## config.mk

```make
export PLATFORM = sky130hd
export DESIGN_NAME = cfg_commit_scheduler
export DESIGN_NICKNAME = d
export VERILOG_FILES = /design/src/rtl/cfg_commit_scheduler.sv
export SDC_FILE = /design/constraint.sdc
export NUM_CORES = 1
export LEC_CHECK = 0
export CAP_MARGIN = 20
export CORE_AREA = 2 2 198 161
export CTS_BUF_LIST = sky130_fd_sc_hd__clkbuf_8 sky130_fd_sc_hd__clkbuf_16
export DETAILED_ROUTE_END_ITERATION = 10
export DIE_AREA = 0 0 200 163
export HOLD_SLACK_MARGIN = 0.15
export PLACE_DENSITY = 0.68
export SETUP_SLACK_MARGIN = 0.02
export SYNTH_ARGS = -nofsm -noshare
export SYNTH_HDL_FRONTEND = slang
export SYNTH_SLANG_ARGS = --single-unit
```

## constraint.sdc

```tcl
create_clock -name CLOCK -period 2.4 [get_ports CLOCK]
set_clock_uncertainty 0.2 [all_clocks]
set_input_delay 0.48 -clock CLOCK [delete_from_list [all_inputs] [get_ports CLOCK]]
set_output_delay 0.48 -clock CLOCK [all_outputs]
set_load 0.01 [all_outputs]
```

## src/rtl/cfg_commit_scheduler.sv

```systemverilog
// Configuration register bank with host/auto-control arbitration, atomic
// shadow-to-active commit and supervised launch of the config transmitter.
module cfg_commit_scheduler #(
  parameter int unsigned A_WIDTH        = 3,
  parameter int unsigned D_WIDTH        = 16,
  parameter int unsigned TIMEOUT_CYCLES = 4800,
  parameter int unsigned CNT_WIDTH      = 8
) (
  input  logic                 CLOCK,
  input  logic                 RESET_N,
  input  logic                 CONFIG_EN,
  input  logic                 TX_END,
  output logic                 TX_START,
  input  logic                 RD_EN,
  input  logic [A_WIDTH-1:0]   RD_ADDR,
  output logic [D_WIDTH-1:0]   RD_DATA,
  input  logic                 H_REQ,
  input  logic [A_WIDTH-1:0]   H_ADDR,
  input  logic [D_WIDTH-1:0]   H_DATA,
  output logic                 H_ACK,
  input  logic                 A_REQ,
  input  logic [A_WIDTH-1:0]   A_ADDR,
  input  logic [D_WIDTH-1:0]   A_DATA,
  output logic                 A_ACK,
  output logic                 A_REJ,
  output logic                 DIRTY,
  output logic                 BUSY,
  output logic                 TIMEOUT_ERR,
  output logic [CNT_WIDTH-1:0] COMMIT_CNT
);

  localparam int unsigned DEPTH = 1 << A_WIDTH;
  localparam int unsigned TW    = $clog2(TIMEOUT_CYCLES);
  localparam logic [TW-1:0] T_LAST = TW'(TIMEOUT_CYCLES - 1);
  localparam logic [TW-1:0] T_WARN = TW'(TIMEOUT_CYCLES - 2);

  typedef enum logic [1:0] {ST_IDLE, ST_COMMIT, ST_LAUNCH, ST_WAIT} state_t;

  state_t             state;
  state_t             next_state;
  logic [D_WIDTH-1:0] shadow [DEPTH];
  logic [D_WIDTH-1:0] active [DEPTH];
  logic [DEPTH-1:0]   lock;
  logic [TW-1:0]      tmo_cnt;
  logic               host_win;
  logic               auto_win;
  logic               auto_locked;
  logic               timeout_hit;

  always_ff @(posedge CLOCK or negedge RESET_N) begin
    if (!RESET_N) state <= ST_IDLE;
    else          state <= next_state;
  end

  // Next state plus arbitration grants; an ACK high this cycle masks its requester.
  always_comb begin
    next_state  = state;
    host_win    = H_REQ && !H_ACK;
    auto_win    = !host_win && A_REQ && !A_ACK;
    auto_locked = lock[A_ADDR];
    timeout_hit = 1'b0;
    case (state)
      ST_IDLE:   if (CONFIG_EN) next_state = ST_COMMIT;
      ST_COMMIT: next_state = ST_LAUNCH;
      ST_LAUNCH: next_state = ST_WAIT;
      ST_WAIT: begin
        // Flag is raised one cycle ahead so it lands exactly TIMEOUT_CYCLES after launch.
        timeout_hit = !TX_END && (tmo_cnt == T_WARN);
        if (TX_END || tmo_cnt == T_LAST) next_state = ST_IDLE;
      end
      default:   next_state = ST_IDLE;
    endcase
  end

  always_ff @(posedge CLOCK or negedge RESET_N) begin
    if (!RESET_N) begin
      TX_START    <= 1'b0;
      BUSY        <= 1'b0;
      TIMEOUT_ERR <= 1'b0;
      tmo_cnt     <= '0;
    end else begin
      TX_START <= (next_state == ST_LAUNCH);
      BUSY     <= (next_state != ST_IDLE);
      if (timeout_hit) TIMEOUT_ERR <= 1'b1;
      if (state == ST_LAUNCH) tmo_cnt <= '0;
      else if (state == ST_WAIT && tmo_cnt != T_LAST) tmo_cnt <= tmo_cnt + TW'(1);
    end
  end

  // Banks: commit snapshot uses pre-edge shadow; a same-cycle write re-dirties afterwards.
  always_ff @(posedge CLOCK or negedge RESET_N) begin
    if (!RESET_N) begin
      for (int i = 0; i < DEPTH; i++) begin
        shadow[i] <= '0;
        active[i] <= '0;
      end
      lock       <= '0;
      DIRTY      <= 1'b0;
      COMMIT_CNT <= '0;
      RD_DATA    <= '0;
      H_ACK      <= 1'b0;
      A_ACK      <= 1'b0;
      A_REJ      <= 1'b0;
    end else begin
      H_ACK <= host_win;
      A_ACK <= auto_win;
      A_REJ <= auto_win && auto_locked;
      if (RD_EN) RD_DATA <= active[RD_ADDR];
      if (state == ST_COMMIT && DIRTY) begin
        for (int i = 0; i < DEPTH; i++) active[i] <= shadow[i];
        lock       <= '0;
        DIRTY      <= 1'b0;
        COMMIT_CNT <= COMMIT_CNT + CNT_WIDTH'(1);
      end
      if (host_win) begin
        shadow[H_ADDR] <= H_DATA;
        lock[H_ADDR]   <= 1'b1;
        DIRTY          <= 1'b1;
      end else if (auto_win && !auto_locked) begin
        shadow[A_ADDR] <= A_DATA;
        DIRTY          <= 1'b1;
      end
    end
  end

endmodule

```

==> impl_table.tex, run 1 <==
\begin{tabular}{lr}
\hline
Metric & Value \\
\hline
\multicolumn{2}{l}{\textbf{Run status}} \\
\quad Status & completed \\
\multicolumn{2}{l}{\textbf{Detailed routing}} \\
\quad Count of antenna-violating nets left after detailed routing & 0 \\
\quad Avg WL per Cell & around 25 microns \\
\quad Routed wire length & 45,900 microns \\
\quad Initial DRT Pass Iterations & 5 \\
\quad Overall via count from detail\_route & around 12,000 \\
\quad DR iter-0 viols & 1,475 \\
\quad Drt drc & 0 \\
\quad Average vias per placed instance & $\sim$6.5 \\
\multicolumn{2}{l}{\textbf{Logic synthesis}} \\
\quad Commonest cells in the netlist & sky130\_fd\_sc\_hd\_\_dfrtp\_1, sky130\_fd\_sc\_hd\_\_inv\_1, sky130\_fd\_sc\_hd\_\_mux2\_2 \\
\quad Post-Syn Nets & 1,380 \\
\quad Library cell occupying the most area in the post-synthesis netlist & sky130\_fd\_sc\_hd\_\_dfrtp\_1 \\
\quad Largest family of logic cells by synthesized area & compound AO/OA/AOI/OAI gates \\
\quad Ys Warns & 0 \\
\quad Fraction of post-synthesis cell area in the top cell type by area & 51.1\% \\
\quad Synth Instances & 1,329 \\
\quad Multiplexer share of the synthesized area & 16.2\% \\
\quad Area fraction in compound gates after synthesis & 20.8\% \\
\quad Synth Area in Simple Gates & 4.24\% \\
\quad Post-synth cell types & 53 \\
\quad Mean cell area of the mapped netlist & 11.4 sq um \\
\quad Most common flop cell mapped by yosys & sky130\_fd\_sc\_hd\_\_dfrtp\_1 \\
\quad Parity-gate share of the synthesized area counting xor and xnor cells & 0.404\% \\
\quad Post-synthesis sequential element count & 310 \\
\quad Synthesized cell area & between 15,000 and 20,000 sq um \\
\quad Most common cell in the netlist & sky130\_fd\_sc\_hd\_\_dfrtp\_1 \\
\quad Number of enable flip-flop cells after synthesis & 0 \\
\quad Cell types with the largest area share after synthesis & sky130\_fd\_sc\_hd\_\_dfrtp\_1, sky130\_fd\_sc\_hd\_\_mux2\_2, sky130\_fd\_sc\_hd\_\_o221ai\_1, sky130\_fd\_sc\_hd\_\_a22oi\_1, sky130\_fd\_sc\_hd\_\_mux4\_2 \\
\quad Async set-reset flop share out of synthesis & 100\% \\
\quad Fraction of the mapped netlist area in adder cells & less than 1\% \\
\quad Sequential share of the synthesized area & 51.1\% \\
\multicolumn{2}{l}{\textbf{Setup path}} \\
\quad Number of cells on the worst reg-to-reg path & 5 \\
\quad Arrival time reported for the critical path endpoint & 1.56 ns \\
\quad Critical path, cell by cell & clkdlybuf4s50\_1 \\
\quad Launching element of the worst setup path & H\_ACK \\
\quad Startpoint-to-endpoint class of the critical path & flip-flop to output pin \\
\quad Register-to-register path setup slack & roughly 0.25 ns \\
\quad FF-to-FF End & tmo\_cnt[10] \\
\quad CP Max Fanout & 5 \\
\quad Sum of buffers and inverters on the critical path & 1 \\
\quad Sort of element at the start of the critical path & flip-flop \\
\quad Reg-to-reg startpoint & tmo\_cnt[1] \\
\quad Required @ worst endpoint & 1.72 ns \\
\quad CP Capture Type & output pin \\
\quad Crit path max-delay cell type & sky130\_fd\_sc\_hd\_\_clkdlybuf4s50\_1 \\
\quad Top Family by Delay on Critical Path & buffers and inverters \\
\quad Maximum single-stage delay on the critical path & 0.60 ns \\
\multicolumn{2}{l}{\textbf{Cells and area}} \\
\quad Fraction of the core area covered by cells at the end of the flow & approximately three fifths \\
\quad Area growth from synthesis to layout & 20.1\% \\
\quad Post-Layout Cell Count & 1,841 \\
\quad Proportion of layout cells with a drive suffix above 1 & 23.6\% \\
\quad Count of nets after finishing & 1,447 \\
\multicolumn{2}{l}{\textbf{Clock tree}} \\
\quad Number of levels the H-tree was split into & 2 \\
\quad Sinks on the clock net & 310 \\
\quad Post-CTS setup buffers & 0 \\
\quad Clock tree from TritonCTS & done \\
\quad Clock tree root buffer cell & sky130\_fd\_sc\_hd\_\_clkbuf\_16 \\
\quad Clock slew at reported path FFs & 0.06 ns \\
\quad Number of CTS-inserted buffers & 34 \\
\quad Buffer depth of the longest clock path & 3 \\
\quad Clock latency at the later pin of the worst-skew pair & 0.52 ns \\
\multicolumn{2}{l}{\textbf{Global routing}} \\
\quad Combined global-route utilization of all metal layers & 29.1\% \\
\quad Via count of the first global-routing pass & 12,037 \\
\quad Global-route wire length before repair & around 70,000 microns \\
\quad Pin count of the biggest net entering global routing & between 60 and 70 \\
\quad Number of antenna violations at the first check in global routing & 2 \\
\quad Total grt overflow & 0 \\
\multicolumn{2}{l}{\textbf{Timing}} \\
\quad Setup\_tns & 0 ns \\
\quad Remaining max-slew budget at the tightest pin & 57.5\% \\
\quad Count of final hold-check violations & 0 \\
\quad Post-layout min period & 2.24 ns \\
\quad Measured slew at the worst slew-check pin & around 0.64 ns \\
\quad Highest attainable clock frequency & approximately 450 MHz \\
\quad Share of the clock period used by the worst path after layout & 93.2\% \\
\quad Final number of setup-violating endpoints & 0 \\
\quad Setup repair after global routing missed its margin & no \\
\quad Count of pins over their slew limit & 0 \\
\multicolumn{2}{l}{\textbf{Min path}} \\
\quad Hold Path Class & flip-flop to flip-flop \\
\quad Hold path cells & 1 \\
\quad Sink of the worst hold path & COMMIT\_CNT[7] \\
\quad Critical hold path startpoint & COMMIT\_CNT[7] \\
\multicolumn{2}{l}{\textbf{Die}} \\
\quad Total Die Area & 32,600 sq um \\
\quad Placement Rows & 58 \\
\quad Boundary pin count & 79 \\
\quad Width of the die & around 200 microns \\
\quad Die boundary height & 163 microns \\
\quad Starting utilization of the core area & 49.2\% \\
\quad Placeable core region & 30,800 sq um \\
\multicolumn{2}{l}{\textbf{Pwr}} \\
\quad Clock network power share & 24.0\% \\
\quad Proportion of power drawn by flip-flops and latches & 43.4\% \\
\quad Net load switching power & 6.98 mW \\
\quad Internal cell power & 14.5 mW \\
\quad Leak & 7.52 nW \\
\quad Share of power burned in combinational logic & 32.7\% \\
\quad Power density over the cells & 1180 nW/um\^{}2 \\
\quad VDD IR max & $\sim$630 uV \\
\quad Switching part of the total power & 32.6\% \\
\multicolumn{2}{l}{\textbf{Placed design}} \\
\quad Number of cells after detailed placement & 1,779 \\
\quad Placed wire-length estimate after detailed placement & around 28,000 microns \\
\quad RD Place Congestion & around 0.80 \\
\quad Port Buffers & 78 \\
\multicolumn{2}{l}{\textbf{Job}} \\
\quad Number of max-capacitance violations reported & 0 \\
\hline
\end{tabular}
[area by class of cell]
cell class / instances / area, sq um
Tap cell: 420 / 526
Clock inverter: 14 / 104
Timing Repair Buffer: 162 / 1960
Multi-Input combinational cell: 751 / 6380
Inverter: 137 / 514
Fill cell: 2513 / 12600
Sequential cell: 310 / 7760
Antenna cell: 4 / 10.0
Clock buffer: 43 / 986
[power groups by stage]
stage / clock network (mW) / registers, mW / logic, mW
2_1_floorplan: 0 / 8.83 / 4.87
3_3_place_gp: 0 / 9.17 / 6.67
3_5_place_dp: 0 / 9.32 / 6.96
4_1_cts: 5.20 / 9.26 / 7.00
5_1_grt: 5.42 / 9.59 / 7.71
6_report: 5.14 / 9.30 / 7.01
[state kept, by name, summed over array words and instances (netlist names), 2 cells and up]
name        count
active        128
shadow        128
RD_DATA        16
tmo_cnt        13
COMMIT_CNT      8
lock            8
state           2
[placed cells by master (no fill, tap or decap), types with 9 or more instances in the layout]
master	synthesis	final
sky130_fd_sc_hd__o221ai_1	118	118
sky130_fd_sc_hd__clkbuf_16	0	35
sky130_fd_sc_hd__mux4_2	32	32
sky130_fd_sc_hd__mux2i_1	27	27
sky130_fd_sc_hd__a21oi_1	21	21
sky130_fd_sc_hd__buf_12	0	44
sky130_fd_sc_hd__clkdlybuf4s50_1	0	75
sky130_fd_sc_hd__nor2_1	30	30
sky130_fd_sc_hd__dfrtp_1	310	310
sky130_fd_sc_hd__o221ai_2	10	10
sky130_fd_sc_hd__a22oi_1	128	128
sky130_fd_sc_hd__mux2_2	130	130
sky130_fd_sc_hd__nor3_2	11	12
sky130_fd_sc_hd__buf_4	3	39
sky130_fd_sc_hd__a21o_1	9	9
sky130_fd_sc_hd__o21ai_0	128	128
sky130_fd_sc_hd__nand2_1	20	20
sky130_fd_sc_hd__inv_1	136	139
[worst max-delay path by stage]
stage          cells after the start           to
2_1_floorplan                      5  RD_DATA[10]
3_3_place_gp                       7   shadow[59]
5_1_grt                            7   shadow[42]
6_report                           1        H_ACK
3_5_place_dp                       7  shadow[101]
4_1_cts                            5  tmo_cnt[10]
[per-layer routing]
metal	up-vias	share of wire [%]	global-route usage (%)
met2	645	45	44.3
met5	-	0	0
met4	0	3.4	11.1
li1	5103	-	-
met1	6043	42	41.6
met3	127	9.6	5.30
[per-stage QoR]
stage               worst slack [ns]  instance area (sq um)  hold WS [ns]  total power, mW
floorplan                      0.345                  15200       -0.0156             13.7
global placement              -0.212                  17100         0.246             15.8
detailed placement            -0.276                  17100         0.244             16.3
CTS                           0.0927                  18200         0.278             21.5
global route                   0.108                  18200         0.286             22.7
finish                         0.162                  18200         0.278             21.4
[kinds of logic (layout without fill, tap and decap cells)]
group / after synthesis / after routing
AO/OA/AOI/OAI: 438 / 438
flip-flops: 310 / 310
buffers and inverters: 268 / 356
multiplexers: 189 / 189
AND/OR/NAND/NOR: 114 / 114
XOR/XNOR: 7 / 7
adder cells (fa/ha/maj): 3 / 3
other: 0 / 4
[what timing repair did]
| action | CTS | global route |
|---|---|---|
| setup endpoints to repair | 0 | 2 |
| endpoints found under the hold margin | 233 | 0 |
| gates resized for setup | 0 | 1 |
| hold buffers | 1 | 0 |
Note: power is estimated with default switching activity, not from simulation.
==> run 2: changes to the inputs <==
--- a/config.mk
+++ b/config.mk
@@ -6,12 +6,12 @@
 export NUM_CORES = 1
 export LEC_CHECK = 0
 export CAP_MARGIN = 20
-export CORE_AREA = 2 2 198 161
+export CORE_AREA = 2 2 181 148
 export CTS_BUF_LIST = sky130_fd_sc_hd__clkbuf_8 sky130_fd_sc_hd__clkbuf_16
 export DETAILED_ROUTE_END_ITERATION = 10
-export DIE_AREA = 0 0 200 163
+export DIE_AREA = 0 0 183 150
 export HOLD_SLACK_MARGIN = 0.15
-export PLACE_DENSITY = 0.68
+export PLACE_DENSITY = 0.79
 export SETUP_SLACK_MARGIN = 0.02
 export SYNTH_ARGS = -nofsm -noshare
 export SYNTH_HDL_FRONTEND = slang
==> run 2 against run 1 <==
Against the previous run:
- sequential cell count is the same
- combinational power grew 2%
- count of clock-buffer cells in the layout shrank 2
- sequential power grew 0.4%
- die area shrank 16%
- global-route usage grew 4.4 points
- worst setup slack lost 0.064 ns
- critical endpoint is now tmo_cnt[0]
- highest routed layer is now met5
==> impl_table.tex, run 2 (synthesis gave the netlist of run 1 again) <==
\begin{tabular}{lr}
\hline
Metric & Value \\
\hline
\multicolumn{2}{l}{\textbf{Die}} \\
\quad Placeable core region & 25,700 sq um (-17\%) \\
\quad Placement Rows & 53 (-8.6\%) \\
\quad Boundary pin count & 79 (unchanged) \\
\quad Die boundary height & 150 microns (-8.0\%) \\
\quad Total Die Area & 27,500 sq um (-16\%) \\
\quad Starting utilization of the core area & 59.0\% (+9.8 points) \\
\quad Width of the die & 183 microns (-8.5\%) \\
\multicolumn{2}{l}{\textbf{Pwr}} \\
\quad VDD IR max & 782 uV (+24\%) \\
\quad Leak & 7.52 nW (about the same) \\
\quad Power density over the cells & 1190 nW/um\^{}2 (+0.85\%) \\
\multicolumn{2}{l}{\textbf{Global routing}} \\
\quad GR Util met2 & 50.9\% (+6.6 points) \\
\quad Met3 global-route usage & 8.35\% (+3.0 points) \\
\quad Routing layer with the top usage in global route & met2 \\
\quad Fraction of met1 tracks used by global routing & 46.4\% (+4.9 points) \\
\quad Combined global-route utilization of all metal layers & 33.5\% (+4.4 points) \\
\quad Global-route wire length before repair & 70,400 microns (-2.3\%) \\
\quad Via count of the first global-routing pass & 12,261 (+1.9\%) \\
\quad Pin count of the biggest net entering global routing & 69 (+11\%) \\
\quad Total grt overflow & 0 (unchanged) \\
\quad Number of antenna violations at the first check in global routing & 2 (unchanged) \\
\multicolumn{2}{l}{\textbf{Clock tree}} \\
\quad Post-CTS setup buffers & 0 (unchanged) \\
\quad Sinks on the clock net & 310 (unchanged) \\
\quad Clock tree root buffer cell & sky130\_fd\_sc\_hd\_\_clkbuf\_16 \\
\quad Number of CTS-inserted buffers & 30 (-12\%) \\
\quad Clock tree from TritonCTS & done \\
\quad Clock slew at reported path FFs & 0.06 ns (about the same) \\
\quad Clock latency at the later pin of the worst-skew pair & 0.56 ns (+0.04 ns) \\
\quad Number of gates resized after CTS & 0 (unchanged) \\
\quad Number of levels the H-tree was split into & 1 (-1) \\
\quad Buffer depth of the longest clock path & 3 (unchanged) \\
\multicolumn{2}{l}{\textbf{Setup path}} \\
\quad Startpoint-to-endpoint class of the critical path & flip-flop to flip-flop \\
\quad Arrival time reported for the critical path endpoint & 2.61 ns (+1.05 ns) \\
\quad Required @ worst endpoint & 2.70 ns (+0.98 ns) \\
\quad Critical path, cell by cell & ha\_1, nand3\_2, or4\_1, o21ai\_2, mux2\_2 \\
\quad FF-to-FF End & tmo\_cnt[0] \\
\quad Sort of element at the start of the critical path & flip-flop \\
\quad Crit path max-delay cell type & sky130\_fd\_sc\_hd\_\_or4\_1 \\
\quad CP Max Fanout & 10 (+5) \\
\quad Number of cells on the worst reg-to-reg path & 5 (unchanged) \\
\quad Maximum single-stage delay on the critical path & 0.68 ns (+0.08 ns) \\
\quad Register-to-register path setup slack & 0.1 ns (-0.15 ns) \\
\quad Reg-to-reg startpoint & tmo\_cnt[1] \\
\quad CP Capture Type & flip-flop \\
\multicolumn{2}{l}{\textbf{Cells and area}} \\
\quad Count of nets after finishing & 1,450 (+0.21\%) \\
\quad Fraction of the core area covered by cells at the end of the flow & 70.1\% (+11 points) \\
\quad Most used cells in the layout excluding fill and tap cells & sky130\_fd\_sc\_hd\_\_dfrtp\_1, sky130\_fd\_sc\_hd\_\_inv\_1, sky130\_fd\_sc\_hd\_\_mux2\_2 \\
\quad Area growth from synthesis to layout & 18.7\% \\
\quad Cell area after layout & 18,000 sq um (-1.1\%) \\
\quad Largest registers ranked by flip-flop count & active: 128 flops, shadow: 128 flops, RD\_DATA: 16 flops \\
\quad Most common cell after layout, fill and taps aside & sky130\_fd\_sc\_hd\_\_dfrtp\_1 \\
\quad Proportion of layout cells with a drive suffix above 1 & 23.6\% (about the same) \\
\multicolumn{2}{l}{\textbf{Timing}} \\
\quad Highest attainable clock frequency & 435 MHz (-2.8\%) \\
\quad Slack of the critical path & 0.0985 ns (-0.0636 ns) \\
\quad Smallest hold slack & 0.223 ns (-0.0547 ns) \\
\quad Post-layout min period & 2.30 ns (+0.0636 ns) \\
\quad Count of pins over their slew limit & 0 (unchanged) \\
\quad Setup repair after global routing missed its margin & no \\
\quad Remaining max-slew budget at the tightest pin & 59.4\% (+1.9 points) \\
\quad Count of final hold-check violations & 0 (unchanged) \\
\quad Final number of setup-violating endpoints & 0 (unchanged) \\
\quad Measured slew at the worst slew-check pin & 0.607 ns (-0.0282 ns) \\
\quad Share of the clock period used by the worst path after layout & 95.9\% (+2.7 points) \\
\multicolumn{2}{l}{\textbf{Placed design}} \\
\quad Post-Place Cell Area & 17,000 sq um (-0.80\%) \\
\quad Port Buffers & 78 (unchanged) \\
\quad Placed wire-length estimate after detailed placement & 27,700 microns (+0.43\%) \\
\quad RD Place Congestion & 0.866 (+7.9\%) \\
\quad Worst slack, placed & -0.325 ns (-0.0484 ns) \\
\multicolumn{2}{l}{\textbf{Min path}} \\
\quad Hold Path Class & input pin to asynchronous set/reset pin \\
\multicolumn{2}{l}{\textbf{Detailed routing}} \\
\quad Overall via count from detail\_route & 12,077 (+1.3\%) \\
\quad Drt drc & 0 (unchanged) \\
\quad Routed wire length & 45,400 microns (-1.1\%) \\
\quad DR iter-0 viols & 1,658 (+12\%) \\
\quad Initial DRT Pass Iterations & 6 (+1) \\
\quad Count of antenna-violating nets left after detailed routing & 0 (unchanged) \\
\quad Avg WL per Cell & 25.9 microns (+3.9\%) \\
\quad Average vias per placed instance & 6.89 (+6.4\%) \\
\multicolumn{2}{l}{\textbf{Job}} \\
\quad Number of max-capacitance violations reported & 0 (unchanged) \\
\multicolumn{2}{l}{\textbf{Run status}} \\
\quad Status & completed \\
\hline
\end{tabular}
[run 2: cell count changes in the layout (fill, tap and decap cells not counted), moves of 3 or more]
cell                        before  now
sky130_fd_sc_hd__buf_12         44   38
sky130_fd_sc_hd__buf_4          39   52
sky130_fd_sc_hd__clkbuf_16      35   31
sky130_fd_sc_hd__diode_2         4    1
sky130_fd_sc_hd__inv_1         139  142
[run 2: per-stage QoR]
stage	TNS, ns	cells	total power, mW
2_1_floorplan	0	1329	13.7
3_3_place_gp	-28.24	1696	15.8
3_5_place_dp	-32.43	1696	16.3
4_1_cts	0	1752	21.3
5_1_grt	0	1752	22.5
6_report	0	1753	21.4
[run 2: power breakdown]
part,internal [mW],switching [mW]
sequential,7.69,1.65
clock,2.85,2.06
combinational,3.77,3.36
total,14.3,7.07
[run 2: how the worst max path moves through the flow]
stage / startpoint / slack [ns] / cells past startpoint / end
after floorplan: RD_ADDR[0] / 0.34 / 5 / RD_DATA[10]
after global placement: A_ADDR[2] / -0.26 / 6 / shadow[108]
after detailed placement: A_ADDR[2] / -0.32 / 6 / shadow[23]
after CTS: tmo_cnt[1] / 0.14 / 5 / tmo_cnt[0]
after global routing: tmo_cnt[1] / 0.03 / 5 / tmo_cnt[0]
final: tmo_cnt[1] / 0.1 / 5 / tmo_cnt[0]
[run 2: metal layers]
layer / vias to the layer above / wire, microns
met4: 2 / 1770
li1: 5101 / -
met3: 163 / 5450
met1: 6024 / 17800
met5: - / 13
met2: 787 / 20400
[run 2: worst max-delay path: cells and delay by family (launching register included)]
family	cells	cell delay (ns)
flops	1	0.43
compound gates	1	0.37
fa+ha+maj	1	0.24
mux	1	0.23
simple gates	2	0.78
[run 2: final cells by class]
type                            instances  area (sq um)
Sequential cell                       310          7760
Fill cell                            1804          7700
Multi-Input combinational cell        751          6380
Timing Repair Buffer                  169          1940
Clock buffer                           41           913
Inverter                              137           514
Tap cell                              330           413
Clock inverter                         14           115
Antenna cell                            1          2.50
[run 2: timing repair]
action | 4_1_cts | 5_1_grt
setup endpoints to repair | 0 | 0
hold buffers | 1 | 0
endpoints found under the hold margin | 310 | 0
==> run 3: changes to the inputs <==
--- a/config.mk
+++ b/config.mk
@@ -8,6 +8,7 @@
 export CAP_MARGIN = 20
 export CORE_AREA = 2 2 181 148
 export CTS_BUF_LIST = sky130_fd_sc_hd__clkbuf_8 sky130_fd_sc_hd__clkbuf_16
+export CTS_CLUSTER_SIZE = 40
 export DETAILED_ROUTE_END_ITERATION = 10
 export DIE_AREA = 0 0 183 150
 export HOLD_SLACK_MARGIN = 0.15
==> results of run 3 <==
No change in the layout: final DEF, timing and power equal those of run 2.
